===== src/rtl/uart_pkg.sv =====
// Shared types for the UART transmitter: FSM state encoding and line levels.
package uart_pkg;

    typedef enum logic [2:0] {
        IDLE   = 3'd0,
        START  = 3'd1,
        DATA   = 3'd2,
        PARITY = 3'd3,
        STOP   = 3'd4
    } state_t;

    localparam logic IDLE_LVL  = 1'b1;
    localparam logic START_LVL = 1'b0;

endpackage


===== src/rtl/uart_tx_frame_if.sv =====
// Controller-to-transmitter byte handshake plus serial line and Busy return.
interface uart_tx_frame_if #(
    parameter int DATA_WIDTH = 8
);

    logic [DATA_WIDTH-1:0] P_DATA;
    logic                  Data_Valid;
    logic                  PAR_EN;
    logic                  PAR_TYP;
    logic                  TX_OUT;
    logic                  Busy;

    modport master (
        output P_DATA, Data_Valid, PAR_EN, PAR_TYP,
        input  TX_OUT, Busy
    );

    modport slave (
        input  P_DATA, Data_Valid, PAR_EN, PAR_TYP,
        output TX_OUT, Busy
    );

endinterface


===== src/rtl/uart_tx_serializer.sv =====
// Latched payload shifter and bit counter; o_ser_bit is always the next bit to emit.
module uart_tx_serializer #(
    parameter int DATA_WIDTH = 8
) (
    input  logic                  clk,
    input  logic                  rst_n,
    input  logic                  i_load,
    input  logic [DATA_WIDTH-1:0] i_data,
    input  logic                  i_shift,
    input  logic                  i_adv,
    output logic                  o_ser_bit,
    output logic                  o_ser_done
);

    localparam int CW = (DATA_WIDTH > 1) ? $clog2(DATA_WIDTH) : 1;

    logic [DATA_WIDTH-1:0] r_sh;
    logic [CW-1:0]         r_cnt;

    always_ff @(posedge clk or negedge rst_n) begin
        if (!rst_n) begin
            r_sh  <= '0;
            r_cnt <= '0;
        end else if (i_load) begin
            r_sh  <= i_data;
            r_cnt <= '0;
        end else begin
            if (i_shift) r_sh <= r_sh >> 1;
            if (i_adv)   r_cnt <= r_cnt + 1'b1;
        end
    end

    // r_cnt is the index of the bit currently on the line
    assign o_ser_bit  = r_sh[0];
    assign o_ser_done = (r_cnt == CW'(DATA_WIDTH - 1));

endmodule


===== src/rtl/uart_tx_frame.sv =====
// UART frame transmitter: start, LSB-first data, optional parity, stop.
// Define UART_TX_TWO_STOP_EN for a two-cycle stop bit.
module uart_tx_frame
    import uart_pkg::*;
#(
    parameter int DATA_WIDTH = 8
) (
    input  logic           clk,
    input  logic           RST,
    uart_tx_frame_if.slave bus
);

    state_t r_state;
    state_t w_nxt;
    logic   r_tx;
    logic   r_busy;
    logic   r_pen;
    logic   r_par;
    logic   w_tx_nxt;
    logic   w_load;
    logic   w_shift;
    logic   w_adv;
    logic   w_ser_bit;
    logic   w_ser_done;
`ifdef UART_TX_TWO_STOP_EN
    logic   r_stop2;
`endif

    uart_tx_serializer #(
        .DATA_WIDTH(DATA_WIDTH)
    ) u_ser (
        .clk       (clk),
        .rst_n     (RST),
        .i_load    (w_load),
        .i_data    (bus.P_DATA),
        .i_shift   (w_shift),
        .i_adv     (w_adv),
        .o_ser_bit (w_ser_bit),
        .o_ser_done(w_ser_done)
    );

    // Outputs are registered from the next state, so they track r_state exactly
    always_comb begin
        w_nxt    = r_state;
        w_tx_nxt = IDLE_LVL;
        w_load   = 1'b0;
        w_shift  = 1'b0;
        w_adv    = 1'b0;
        unique case (r_state)
            IDLE: begin
                if (bus.Data_Valid) begin
                    w_nxt    = START;
                    w_load   = 1'b1;
                    w_tx_nxt = START_LVL;
                end
            end
            START: begin
                w_nxt    = DATA;
                w_shift  = 1'b1;
                w_tx_nxt = w_ser_bit;
            end
            DATA: begin
                if (w_ser_done) begin
                    if (r_pen) begin
                        w_nxt    = PARITY;
                        w_tx_nxt = r_par;
                    end else begin
                        w_nxt = STOP;
                    end
                end else begin
                    w_shift  = 1'b1;
                    w_adv    = 1'b1;
                    w_tx_nxt = w_ser_bit;
                end
            end
            PARITY: w_nxt = STOP;
            STOP: begin
`ifdef UART_TX_TWO_STOP_EN
                w_nxt = r_stop2 ? IDLE : STOP;
`else
                w_nxt = IDLE;
`endif
            end
            default: w_nxt = IDLE;
        endcase
    end

    always_ff @(posedge clk or negedge RST) begin
        if (!RST) begin
            r_state <= IDLE;
            r_tx    <= IDLE_LVL;
            r_busy  <= 1'b0;
            r_pen   <= 1'b0;
            r_par   <= 1'b0;
        end else begin
            r_state <= w_nxt;
            r_tx    <= w_tx_nxt;
            r_busy  <= (w_nxt != IDLE);
            if (w_load) begin
                r_pen <= bus.PAR_EN;
                r_par <= (^bus.P_DATA) ^ bus.PAR_TYP;
            end
        end
    end

`ifdef UART_TX_TWO_STOP_EN
    always_ff @(posedge clk or negedge RST) begin
        if (!RST) r_stop2 <= 1'b0;
        else      r_stop2 <= (r_state == STOP) && !r_stop2;
    end
`endif

    assign bus.TX_OUT = r_tx;
    assign bus.Busy   = r_busy;

endmodule

===== src/flat_wrapper.sv =====
// flat-port wrapper written by rule: the top's interface ports become plain ports
module uart_tx_frame_flat import uart_pkg::*;
#(
    parameter int DATA_WIDTH = 8
)
  (clk, RST, bus_P_DATA, bus_Data_Valid, bus_PAR_EN, bus_PAR_TYP, bus_TX_OUT, bus_Busy);
  uart_tx_frame_if #(.DATA_WIDTH(DATA_WIDTH)) bus_i ();
  input  logic clk;
  input  logic RST;
  input wire logic [$bits(bus_i.P_DATA)-1:0] bus_P_DATA;
  input wire logic [$bits(bus_i.Data_Valid)-1:0] bus_Data_Valid;
  input wire logic [$bits(bus_i.PAR_EN)-1:0] bus_PAR_EN;
  input wire logic [$bits(bus_i.PAR_TYP)-1:0] bus_PAR_TYP;
  output wire logic [$bits(bus_i.TX_OUT)-1:0] bus_TX_OUT;
  output wire logic [$bits(bus_i.Busy)-1:0] bus_Busy;
  assign bus_i.P_DATA = bus_P_DATA;
  assign bus_i.Data_Valid = bus_Data_Valid;
  assign bus_i.PAR_EN = bus_PAR_EN;
  assign bus_i.PAR_TYP = bus_PAR_TYP;
  assign bus_TX_OUT = bus_i.TX_OUT;
  assign bus_Busy = bus_i.Busy;
  uart_tx_frame #(.DATA_WIDTH(DATA_WIDTH)) u_core (.clk(clk), .RST(RST), .bus(bus_i));
endmodule

===== config.mk =====
export PLATFORM = sky130hd
export DESIGN_NAME = uart_tx_frame_flat
export DESIGN_NICKNAME = d
export VERILOG_FILES = /design/src/rtl/uart_pkg.sv /design/src/rtl/uart_tx_frame_if.sv /design/src/rtl/uart_tx_serializer.sv /design/src/rtl/uart_tx_frame.sv /design/src/flat_wrapper.sv
export SDC_FILE = /design/constraint.sdc
export NUM_CORES = 1
export LEC_CHECK = 0
export CORE_MARGIN = 5
export CORE_UTILIZATION = 35
export CTS_CLUSTER_DIAMETER = 150
export DETAILED_ROUTE_END_ITERATION = 6
export MAX_ROUTING_LAYER = met4
export SYNTH_ARGS = -nofsm -noshare
export SYNTH_HDL_FRONTEND = slang
export SYNTH_SLANG_ARGS = --single-unit

===== constraint.sdc =====
create_clock -name clk -period 3.1 [get_ports clk]
set_input_delay 0.465 -clock clk [delete_from_list [all_inputs] [get_ports clk]]
set_output_delay 0.465 -clock clk [all_outputs]
set_load 0.02 [all_outputs]

Word level (Yosys, flattened, before mapping)
Index checks and enable logic that the tools add are counted.
- add/sub/neg operators: 1
- eq/ne operators: 4
- muxes and demuxes: 17
- bitwise logic cells: 1
- reduce and logical (&&, ||, !) cells: 5
- operator list (kind ; number):
    two-way mux 8 bit ; 2
    two-way mux 3 bit ; 5
    one-hot mux 3 bit (4 select lines) ; 1
    parity 8 bit ; 1
    two-way mux 1 bit ; 7
    == test 3 x 2 -> 1 bit, second input constant ; 2
    nonzero test 2 bit ; 2
    adder 3 x 1 -> 3 bit, second input constant ; 1
    == test 3 x 1 -> 1 bit, second input constant ; 1
    == test 3 bit, second input constant ; 1
    logical NOT 3 bit ; 1
    one-hot mux 1 bit (3 select lines) ; 1
    nonzero test 3 bit ; 1
    one-hot mux 1 bit (2 select lines) ; 1
    XOR 1 bit ; 1
- register bits after elaboration: 18

Logic depth before layout (Yosys ltp)
Gate-level depths: netlist of run 1.
- word-level depth: 5
- mapped depth: 7
- mapped depth without buffers: 6

By module
Synthesis of run 1 repeated with hierarchy kept, for this count alone.
- cells, all modules: 89
- area, all modules: 940.9 um2
- by module, submodules not included (module ; instances ; cells each ; area each (um2) ; seq. area each (um2)):
    uart_tx_serializer ; 1 ; 46 ; 516.7 ; 275.3
    uart_tx_frame ; 1 ; 43 ; 424.2 ; 176.4

Least setup slack after synthesis of run 1
Ideal clock, no wire load.
- path kind: flip-flop to flip-flop
- start point: register u_core.u_ser.r_cnt[0]
- end point: register u_core.u_ser.r_sh[4]
- library setup time: 0.082 ns
- arrival: 1.550 ns
- setup slack: 1.469 ns
- stages on the path, launching flop included: 8
- path buffers: 1
- period minus slack after synthesis: 1.631 ns
- path through: dfrtp_1 -> ha_1 -> ha_1 -> o21a_4 -> nor3_4 -> buf_6 -> nor2_2 -> a31oi_1
- cells in the longest elaborated chain, start to end: 4
- RTL lines (element ; line ; RTL):
    start, declared ; uart_tx_serializer.sv:18 ; logic [CW-1:0] r_cnt;
    start signal, assigned ; uart_tx_serializer.sv:29 ; if (i_adv) r_cnt <= r_cnt + 1'b1;
    == test 3 bit ; uart_tx_serializer.sv:35 ; assign o_ser_done = (r_cnt == CW'(DATA_WIDTH - 1));
    two-way mux 1 bit ; uart_tx_frame.sv:63 ; if (w_ser_done) begin
    one-hot mux 1 bit (2 select lines) ; uart_tx_frame.sv:49 ; unique case (r_state)
    nonzero test 2 bit (no source line) ; - ;
    end signal, assigned ; uart_tx_serializer.sv:25 ; r_sh <= i_data;
    end signal, assigned ; uart_tx_serializer.sv:28 ; if (i_shift) r_sh <= r_sh >> 1;
    end, declared ; uart_tx_serializer.sv:17 ; logic [DATA_WIDTH-1:0] r_sh;
No other way between the ends.
A chain may end at the register's enable or synchronous reset.

Worst setup path after layout of run 1
- start point: register u_core.u_ser.r_cnt[0]
- end point: register u_core.u_ser.r_sh[6]
Same word-level chain as after synthesis.

==> results of run 1 <==
-- kinds of logic (layout without fill, tap and decap cells) --
logic type,Yosys count,in the layout
flip-flops,18,18
XOR/XNOR,7,7
AO/OA/AOI/OAI,17,17
buffers and inverters,6,20
multiplexers,2,2
AND/OR/NAND/NOR,41,41
adder cells (fa/ha/maj),2,2
-- cell usage in the layout (no fill, tap or decap), types with 2 or more instances in the layout --
| master | n |
|---|---|
| a31oi_1 | 7 |
| clkbuf_4 | 3 |
| clkdlybuf4s50_1 | 14 |
| dfrtp_1 | 17 |
| ha_1 | 2 |
| inv_1 | 2 |
| mux2i_1 | 2 |
| nand2_1 | 22 |
| nor2_1 | 8 |
| nor2_2 | 2 |
| nor3_1 | 2 |
| o21ai_0 | 4 |
| xnor2_1 | 4 |
| xor2_1 | 2 |
-- worst register-to-register path, cell delays in order (launching register included) --
cell,delay (ns)
dfrtp_1,0.42
ha_1,0.20
ha_1,0.25
o21a_4,0.23
nor3_4,0.47
nor2_1,0.09
a31oi_1,0.16
-- state kept, by name, indices dropped and copies added (netlist names) --
name,flops
u_core.u_ser.r_sh,8
u_core.r_state,3
u_core.u_ser.r_cnt,3
u_core.bus.Busy,1
u_core.bus.TX_OUT,1
u_core.r_par,1
u_core.r_pen,1
-- how the worst max path moves through the flow --
stage	end	slack, ns
2_1_floorplan	u_core.u_ser.r_sh[4]	1.47
3_3_place_gp	u_core.r_par	1.16
3_5_place_dp	u_core.r_par	1.15
4_1_cts	u_core.u_ser.r_sh[6]	1.19
5_1_grt	u_core.u_ser.r_sh[5]	1.10
6_report	u_core.u_ser.r_sh[6]	1.22
-- cell type report --
type / instances / area (um^2)
flip-flops and latches: 18 / 451.7
fillers: 256 / 1404
repair buffers: 14 / 140.1
well taps: 30 / 37.54
clock buffers: 4 / 36.28
inverters: 2 / 7.507
multi-input cells: 69 / 445.4
-- routing by layer --
layer  global-route usage, %  vias up  wire length, um
met2                   16.14       15              733
met5                       -        -                0
met4                   5.455        0               10
met3                   2.479        2              102
li1                        -      344                -
met1                   12.26      319              806
-- report_power, final --
group | total, mW | switching, mW | internal [mW]
logic | 0.411 | 0.213 | 0.198
registers | 0.439 | 0.0887 | 0.351
clock network | 0.146 | 0.0748 | 0.0715
total | 0.996 | 0.376 | 0.620
==> metrics, run 1 <==
status complete, no violations; crit-path most repeated cell ha_1; total wire length 1652 um; Tot GR Track Use 10.33%; critical path fanouts, max 15; CTS tree built; final standard cell area without fillers 0.001119 mm^2; worst-path cell chain ha_1 > ha_1 > o21a_4 > nor3_4 > nor2_1 > a31oi_1; PwrDens 890.5 mW/mm^2; non-filler cells, final 137; Final Hold Viols 0; flop-to-flop setup slack 1.22 ns; Num CTS Buffers 3; most area-consuming cells after synthesis dfrtp_1 45%, nand2_1 8.8%, a31oi_1 4.6%; Slew HR 46.24%; Yosys top cell by area dfrtp_1; Power Total 0.9961 mW; pin count of the biggest net entering global routing 19; Clock Pin Slew Worst Setup and Hold Paths 0.11 ns; r2r worst-path depth 6; Synth cell types 29; top cell type's share of synthesized area 45.09%; final hold slack 0.5045 ns; Post-Synthesis Cells 93; maxcap violations 0; Initial DRT Pass Iterations 4; max incr delay on CP 0.47 ns; Worst Setup SP u_core.u_ser.r_cnt[0]; Inserted Diodes 0; clock buffer depth 2; Root Driver clkbuf_4; H-tree depth 1; Post-Synth Simple-Gate Area 22.68%; final core area utilization 44.35%; Routed wire per std cell 12.06 um; origin of the critical flop-to-flop path u_core.u_ser.r_cnt[0]; num ports 15; Die Span Y 61.92 um; unrepaired setup endpoints after global routing false; max-slew violation count 0; VDD IR max 0.4035 mV; Adder-Cell Fraction of Synth Area 2.653%; sequential share of the synthesized area 47.88%; worst hold path type reg2reg; WP data arrival 2.10 ns; Area Growth Syn to Fin 18.57%; hold path depth 1; Fin Setup TNS 0 ns; DRT antenna net count 0; Hold-fix buffers, CTS 0; worst setup path category reg2reg; core area 0.002522 mm^2; DP HPWL 1252 um; Post-synth EDFFs 0; number of global-route vias before repair 663; final period utilization 60.81%; Placement Cell Area 0.001082 mm^2; syn_area_per_cell 10.14 um^2; FF+latch count, synth 18; Worst Setup Start Kind register; first-pass GRT wire length 2801 um; Synth Area in Compound Gates 11.80%; f_max 530.5 MHz; post-synthesis mux area share 2.122%; CTS Sinks 18; share of cells above drive strength 1 12.15%; Vias/cell 4.964; Placement Setup Slack 1.153 ns; CP max stage cell nor3_4; stages on the worst setup path 6; DIE AREA 0.003833 mm^2; drt drc 0; Placed Cells 133; FF-to-FF End u_core.u_ser.r_sh[6]; Worst Path Required 3.32 ns; main combinational cell family by area after synthesis simple AND/OR/NAND/NOR gates; Rows 18; delay-heaviest family, CP simple AND/OR/NAND/NOR gates; Resized Gates After CTS 0; Setup WS post-layout 1.215 ns; Starting DRT DRC Count 21; grt ovf 0; ys async rst share 100.0%; Clock Latency Late Sink 0.29 ns; post-route minimum period 1.885 ns; WHS Endpoint u_core.u_ser.r_cnt[0]; most frequent cells after synthesis 22 x nand2_1, 17 x dfrtp_1, 8 x nor2_1, 7 x a31oi_1; Syn Nets 108; initial antenna violation count 0; post-CTS setup buffer count 0; Synth Flop Type dfrtp_1; most numerous cell in the Yosys netlist nand2_1; routed via count 680; critical path endpoint category register; Final GP Congestion 0.7558; Nets 123; Die Wd 61.92 um; Starting Density 37.40%; post-synthesis instance area 943.4 um^2; Worst Tran Pin Value 0.8038 ns; Post-Route Skew 0.004739 ns; port bufs 14; Setup-failing EPs final 0; Synth Warn # 0; Pleak 0.4776 nW; Worst Min Path Start u_core.u_ser.r_cnt[0]; Post-Synth XOR/XNOR Area 7.958%; worst path bufs/invs 0
No activity file was read; power rests on OpenSTA's default activity.
==> run 2: changes to the inputs <==
==> constraint.sdc (replaced) <==
create_clock -name clk -period 1.95 [get_ports clk]
set_input_delay 0.2925 -clock clk [delete_from_list [all_inputs] [get_ports clk]]
set_output_delay 0.2925 -clock clk [all_outputs]
set_load 0.02 [all_outputs]
==> run 2 against run 1 <==
Compared with the run above: cell count increased by 2.9%; flip-flop and latch count unchanged; setup slack got worse by 1.0 ns; global-route usage grew 0.64 points; clock skew shrank 0.0019 ns; utilization up 0.79 points; sequential power rose by 59%; hold slack got worse by 0.19 ns; first-iteration DRC count is 71% lower; critical path depth up 1.
==> metrics, run 2 (same netlist as run 1, synthesis figures left out) <==
Area Growth Syn to Fin 20.69%; max-slew violation count 0 (unchanged); Placement Cell Area 0.001112 mm^2 (+2.8%); CTS tree built; Num CTS Buffers 3 (unchanged); Root Driver clkbuf_4; pin count of the biggest net entering global routing 19 (unchanged); Starting Density 37.40% (unchanged); num ports 15 (unchanged); flop-to-flop setup slack 0.21 ns (-1.00 ns); worst hold path type in2async; VDD IR max 0.6246 mV (+55%); Pleak 0.4914 nW (+2.9%); H-tree depth 1 (unchanged); Die Wd 61.92 um (unchanged); worst setup path category reg2reg; status complete, no violations; Starting DRT DRC Count 6 (-71%); final standard cell area without fillers 0.001139 mm^2 (+1.8%); initial antenna violation count 0 (unchanged); share of cells above drive strength 1 14.41% (+2.3 points); total wire length 1667 um (+0.91%); non-filler cells, final 141 (+2.9%); Biggest register u_core.u_ser.r_sh; DIE AREA 0.003833 mm^2 (unchanged); unrepaired setup endpoints after global routing false; Resized Gates After CTS 0 (unchanged); Clock Latency Late Sink 0.29 ns (about the same); PwrDens 1402 mW/mm^2 (+57%); maxcap violations 0 (unchanged); Initial DRT Pass Iterations 4 (unchanged); routed via count 687 (+1.0%); post-route minimum period 1.738 ns (-0.1465 ns); DP HPWL 1290 um (+3.0%); Worst Tran Pin Value 0.4361 ns (-0.3677 ns); grt ovf 0 (unchanged); most frequent cells in the layout 22 x nand2_1, 17 x dfrtp_1, 14 x clkdlybuf4s50_1, 8 x nor2_1, 7 x a31oi_1; Rows 18 (unchanged); first-pass GRT wire length 2987 um (+6.6%); Inserted Diodes 0 (unchanged); Tot GR Track Use 10.96% (+0.64 points); number of global-route vias before repair 690 (+4.1%); biggest registers after layout u_core.u_ser.r_sh (8), u_core.r_state (3), u_core.u_ser.r_cnt (3); Worst Setup Start Kind register; drt drc 0 (unchanged); Worst Path Required 2.16 ns (-1.16 ns); critical path endpoint category register; Slew HR 70.85% (+25 points); final hold slack 0.3107 ns (-0.1938 ns); post-CTS setup buffer count 0 (unchanged); Post-Route Skew 0.002814 ns (-0.001925 ns); port bufs 14 (unchanged); WP data arrival 1.95 ns (-0.15 ns); Routed wire per std cell 11.82 um (-2.0%); clock buffer depth 2 (unchanged); Die Span Y 61.92 um (unchanged); core area 0.002522 mm^2 (unchanged); number of flip-flops in the largest register 8 (unchanged); Placed Cells 137 (+3.0%); Final Hold Viols 0 (unchanged); Vias/cell 4.872 (-1.8%); f_max 575.2 MHz (+8.4%); critical path fanouts, max 15 (unchanged); Final GP Congestion 0.7327 (-3.1%); Setup-failing EPs final 0 (unchanged); Clock Pin Slew Worst Setup and Hold Paths 0.11 ns (about the same); final period utilization 89.15% (+28 points); most common cell after layout, fill and taps aside nand2_1; Nets 127 (+3.3%); Hold-fix buffers, CTS 0 (unchanged); CTS Sinks 18 (unchanged); Fin Setup TNS 0 ns (unchanged); DRT antenna net count 0 (unchanged)
[run 2: cell count changes in the layout (fill, tap and decap cells not counted), sizes merged]
cell / change
buf: +4
[run 2: final timing paths]
check                                           start               endpoint  cells past startpoint
worst min register to register  u_core.u_ser.r_cnt[0]  u_core.u_ser.r_cnt[0]                      1
min in group clk                u_core.u_ser.r_cnt[0]  u_core.u_ser.r_cnt[0]                      1
worst max register to register  u_core.u_ser.r_cnt[0]   u_core.u_ser.r_sh[0]                      7
worst max-delay path            u_core.u_ser.r_cnt[0]   u_core.u_ser.r_sh[0]                      7
worst min-delay path                              RST      u_core.r_state[0]                      2
max in group asynchronous                         RST      u_core.bus.TX_OUT                      2
[run 2: area by class of cell]
cell class	instances	area [um^2]
clock buffers	4	26.28
inverters	2	7.507
flip-flops and latches	18	451.7
well taps	30	37.54
repair buffers	18	170.2
fillers	246	1384
multi-input cells	69	445.4
[run 2: report_power, final]
group	switching (mW)	internal, mW
Clock	0.117	0.0795
Sequential	0.142	0.558
Combinational	0.350	0.350
[run 2: stage by stage]
stage | util, % | power, mW | worst slack, ns
final | 45.14 | 1.597 | 0.2116
after global routing | 45.14 | 1.735 | 0.1047
after CTS | 45.14 | 1.625 | 0.1800
after detailed placement | 44.10 | 1.423 | 0.1904
after global placement | 44.10 | 1.397 | 0.2497
after floorplan | - | 1.250 | 0.3186
[run 2: routing by layer]
metal  global-route usage [%]  vias up  routed length, um  part of all wire [%]
li1                         -      355                  -                     -
met1                    13.61      307                798                    48
met2                    15.99       19                724                    43
met3                    3.099        6                105                   6.3
met4                    6.061        0                 38                   2.3
met5                        -        -                  0                     0
[run 2: worst max-delay path, stage by stage (launching register included)]
cell and delay [ns]:
dfrtp_1 0.42, ha_1 0.20, ha_1 0.24, o21a_4 0.23
nor3_4 0.15, buf_4 0.22, nor2_1 0.05, a31oi_1 0.15
==> variant: new RTL, config.mk and constraints of run 2 <==
`DATA_WIDTH` is set to 8 in 4 places; all go to 16.
--- a/src/rtl/uart_tx_frame_if.sv
+++ b/src/rtl/uart_tx_frame_if.sv
@@ -2,3 +2,3 @@
 interface uart_tx_frame_if #(
-    parameter int DATA_WIDTH = 8
+    parameter int DATA_WIDTH = 16
 );
--- a/src/rtl/uart_tx_serializer.sv
+++ b/src/rtl/uart_tx_serializer.sv
@@ -2,3 +2,3 @@
 module uart_tx_serializer #(
-    parameter int DATA_WIDTH = 8
+    parameter int DATA_WIDTH = 16
 ) (
--- a/src/rtl/uart_tx_frame.sv
+++ b/src/rtl/uart_tx_frame.sv
@@ -5,3 +5,3 @@
 #(
-    parameter int DATA_WIDTH = 8
+    parameter int DATA_WIDTH = 16
 ) (
--- a/src/flat_wrapper.sv
+++ b/src/flat_wrapper.sv
@@ -3,3 +3,3 @@
 #(
-    parameter int DATA_WIDTH = 8
+    parameter int DATA_WIDTH = 16
 )
Interface: changed (resized bus_P_DATA); port bits go from 15 to 23. The function was not compared with the original's and may differ.
==> variant against run 2 <==
  * Synthesized cell count grew 110%
  * Largest power group unchanged
  * Design area grew 100%
  * Wire length grew to 2.8 times the old value
  * Critical endpoint is now bus_TX_OUT
  * Via count grew 130%
  * Sequential cell count grew 9
  * Area after synthesis grew 110%
  * Worst setup slack gained 43 ps
  * Worst hold slack gained 61 ps
  * Die area grew 87%
  * Total power grew 140%
  * Combinational power grew to 3.2 times the old value
  * Critical path depth shrank 6
==> variant: results (changes against run 2) <==
| Metric | Value |
|---|---|
| Status | complete, no violations |
| R2R Path End | u_core.u_ser.r_sh[10]$_DFFE_PN0P_ |
| Largest stage delay, worst path | 590 ps (+170 ps) |
| Worst vdd ir | 0.000577 V (-7.7%) |
| Met3 GRT Util | 0.0226 (-0.00842) |
| CTS Buf Count | 3 (unchanged) |
| Total GRT Usage | 0.142 (+0.0322) |
| GR Layer Usage met2 | 0.208 (+0.0479) |
| Max-slew headroom | 0.752 (+0.0440) |
| R2R cell count | 7 (unchanged) |
| Clock Tree Root | clkbuf_8 |
| Crit-path leading delay family | buffers and inverters |
| Crit Reg-Reg Startpoint | u_core.r_state[2]$_DFF_PN0_ |
| CP Data Arrival Time | 1400 ps (-550 ps) |
| Lkg Pwr | 0.956 nW (+95%) |
| Crit path max fanout | 1 (-14) |
| Via/cell ratio | 5.48 (+12%) |
| Ys flop type | dfrtp_1 |
| First-pass GRT wire length | 8000 µm (+170%) |
| Yosys warnings | 0 (unchanged) |
| Syn nets | 218 (+100%) |
| Biggest regs | u_core.u_ser.r_sh x16, u_core.u_ser.r_cnt x4, u_core.r_state x3 |
| Clk pin slew, worst setup/hold paths | 110 ps (about the same) |
| Vias in the first global route | 1571 (+130%) |
| Total setup buffers inserted after CTS | 0 (unchanged) |
| PostCTS Resize Cnt | 0 (unchanged) |
| CP max stage cell | clkdlybuf4s50_1 |
| R2r setup slk | 260 ps (+50 ps) |
| HP Class | in -> async |
| Final nets | 243 (+91%) |
| H-tree Lvls | 1 (unchanged) |
| DR iter-0 viols | 130 (+124) |
| Post-Route Skew | 10.0 ps (+7.22 ps) |
| ANT cells | 0 (unchanged) |
| Number of buffers added on ports | 22 (+8) |
| Synth area leaders | dfrtp_1 (33%), a221oi_2 (6.9%), o221ai_1 (6.7%) |
| Routability Congestion | 0.816 (+11%) |
| Layout cells sized above 1 | 0.195 (+0.0513) |
| Clk buf depth | 2 (unchanged) |
| Met1 usage | 0.192 (+0.0559) |
| Final HPWL DP | 3320 µm (+160%) |
| WL/cell | 16.1 µm (+36%) |
| Drt pass-1 iters | 4 (unchanged) |
| Top post-synthesis cells by count | dfrtp_1 (26), nand2_1 (22), inv_1 (17) |
| Largest net degree at the start of global routing | 28 (+9) |
| Later-pin clock latency in the skew report | 290 ps (about the same) |
| Number of distinct library cells after synthesis | 39 (+34%) |
| Seq/Total Area, Yosys | 0.348 (-0.131) |
==> variant: changes by cell type in the layout (fill, tap and decap cells not counted), moves of 5 or more <==
cell	before	now
a31oi_1	7	0
a221oi_2	0	9
o22ai_1	0	5
clkdlybuf4s50_1	14	22
o221ai_1	0	15
buf_4	4	13
o22ai_2	0	9
dfrtp_1	17	26
a221oi_1	0	5
xnor2_1	4	13
inv_1	2	17
a22oi_1	0	14
==> variant: area by class of cell <==
type	instances	area, µm²
Inverter	17	63.8
Multi-Input combinational cell	135	1090
Fill cell	556	3150
Clock buffer	3	41.3
Tap cell	72	90.1
Clock inverter	1	5.00
Sequential cell	27	677
Timing Repair Buffer	37	358
==> variant: worst reg2reg max path, delay by kind of cell (launching register included) <==
family	cells	cell delay, ps
AOI/OAI and AO/OA	3	590
DFF	1	400
buffers and inverters	2	380
and+or+nand+nor	2	250
==> variant: worst max path at each step <==
stage	startpoint	end	slack (ps)	depth (start not counted)
final	u_core.bus.TX_OUT$_DFF_PN1_	bus_TX_OUT	250	1
after global routing	u_core.r_state[1]$_DFF_PN0_	u_core.u_ser.r_sh[9]$_DFFE_PN0P_	50	6
after CTS	u_core.bus.TX_OUT$_DFF_PN1_	bus_TX_OUT	240	1
after detailed placement	bus_P_DATA[0]	u_core.r_par$_DFFE_PN0P_	40	6
after global placement	bus_P_DATA[15]	u_core.r_par$_DFFE_PN0P_	40	6
after floorplan	u_core.u_ser.r_cnt[0]$_DFFE_PN0P_	u_core.u_ser.r_sh[13]$_DFFE_PN0P_	350	7
==> variant: per-stage QoR <==
stage | instances | area (µm²) | hold WS, ps | util | worst slack [ps]
finish | 292 | 2320 | 372 | 0.424 | 255
global route | 292 | 2320 | 417 | 0.424 | 50.6
CTS | 292 | 2320 | 393 | 0.424 | 245
detailed placement | 288 | 2270 | 473 | 0.416 | 37.9
global placement | 288 | 2270 | 469 | 0.416 | 43.4
floorplan | 196 | 1950 | -3.09 | - | 348
==> variant: cell families after synthesis <==
kind of cell             share of synthesized area
AO/OA/AOI/OAI                                0.348
multiplexers                               0.00514
AND/OR/NAND/NOR                              0.111
buffers and inverters                       0.0945
adder cells (fa/ha/maj)                    0.00643
XOR/XNOR                                    0.0880
flip-flops                                   0.348
==> variant: report_power, final <==
part	internal (mW)	switching (mW)	total [mW]
sequential	0.835	0.349	1.18
clock	0.144	0.201	0.345
combinational	1.07	1.20	2.27
==> variant: layer usage <==
| metal | wire length (µm) | vias up |
|---|---|---|
| met3 | 181 | 10 |
| met2 | 2200 | 31 |
| met1 | 2210 | 774 |
| met4 | 110 | 0 |
| li1 | - | 785 |
| met5 | 0 | - |
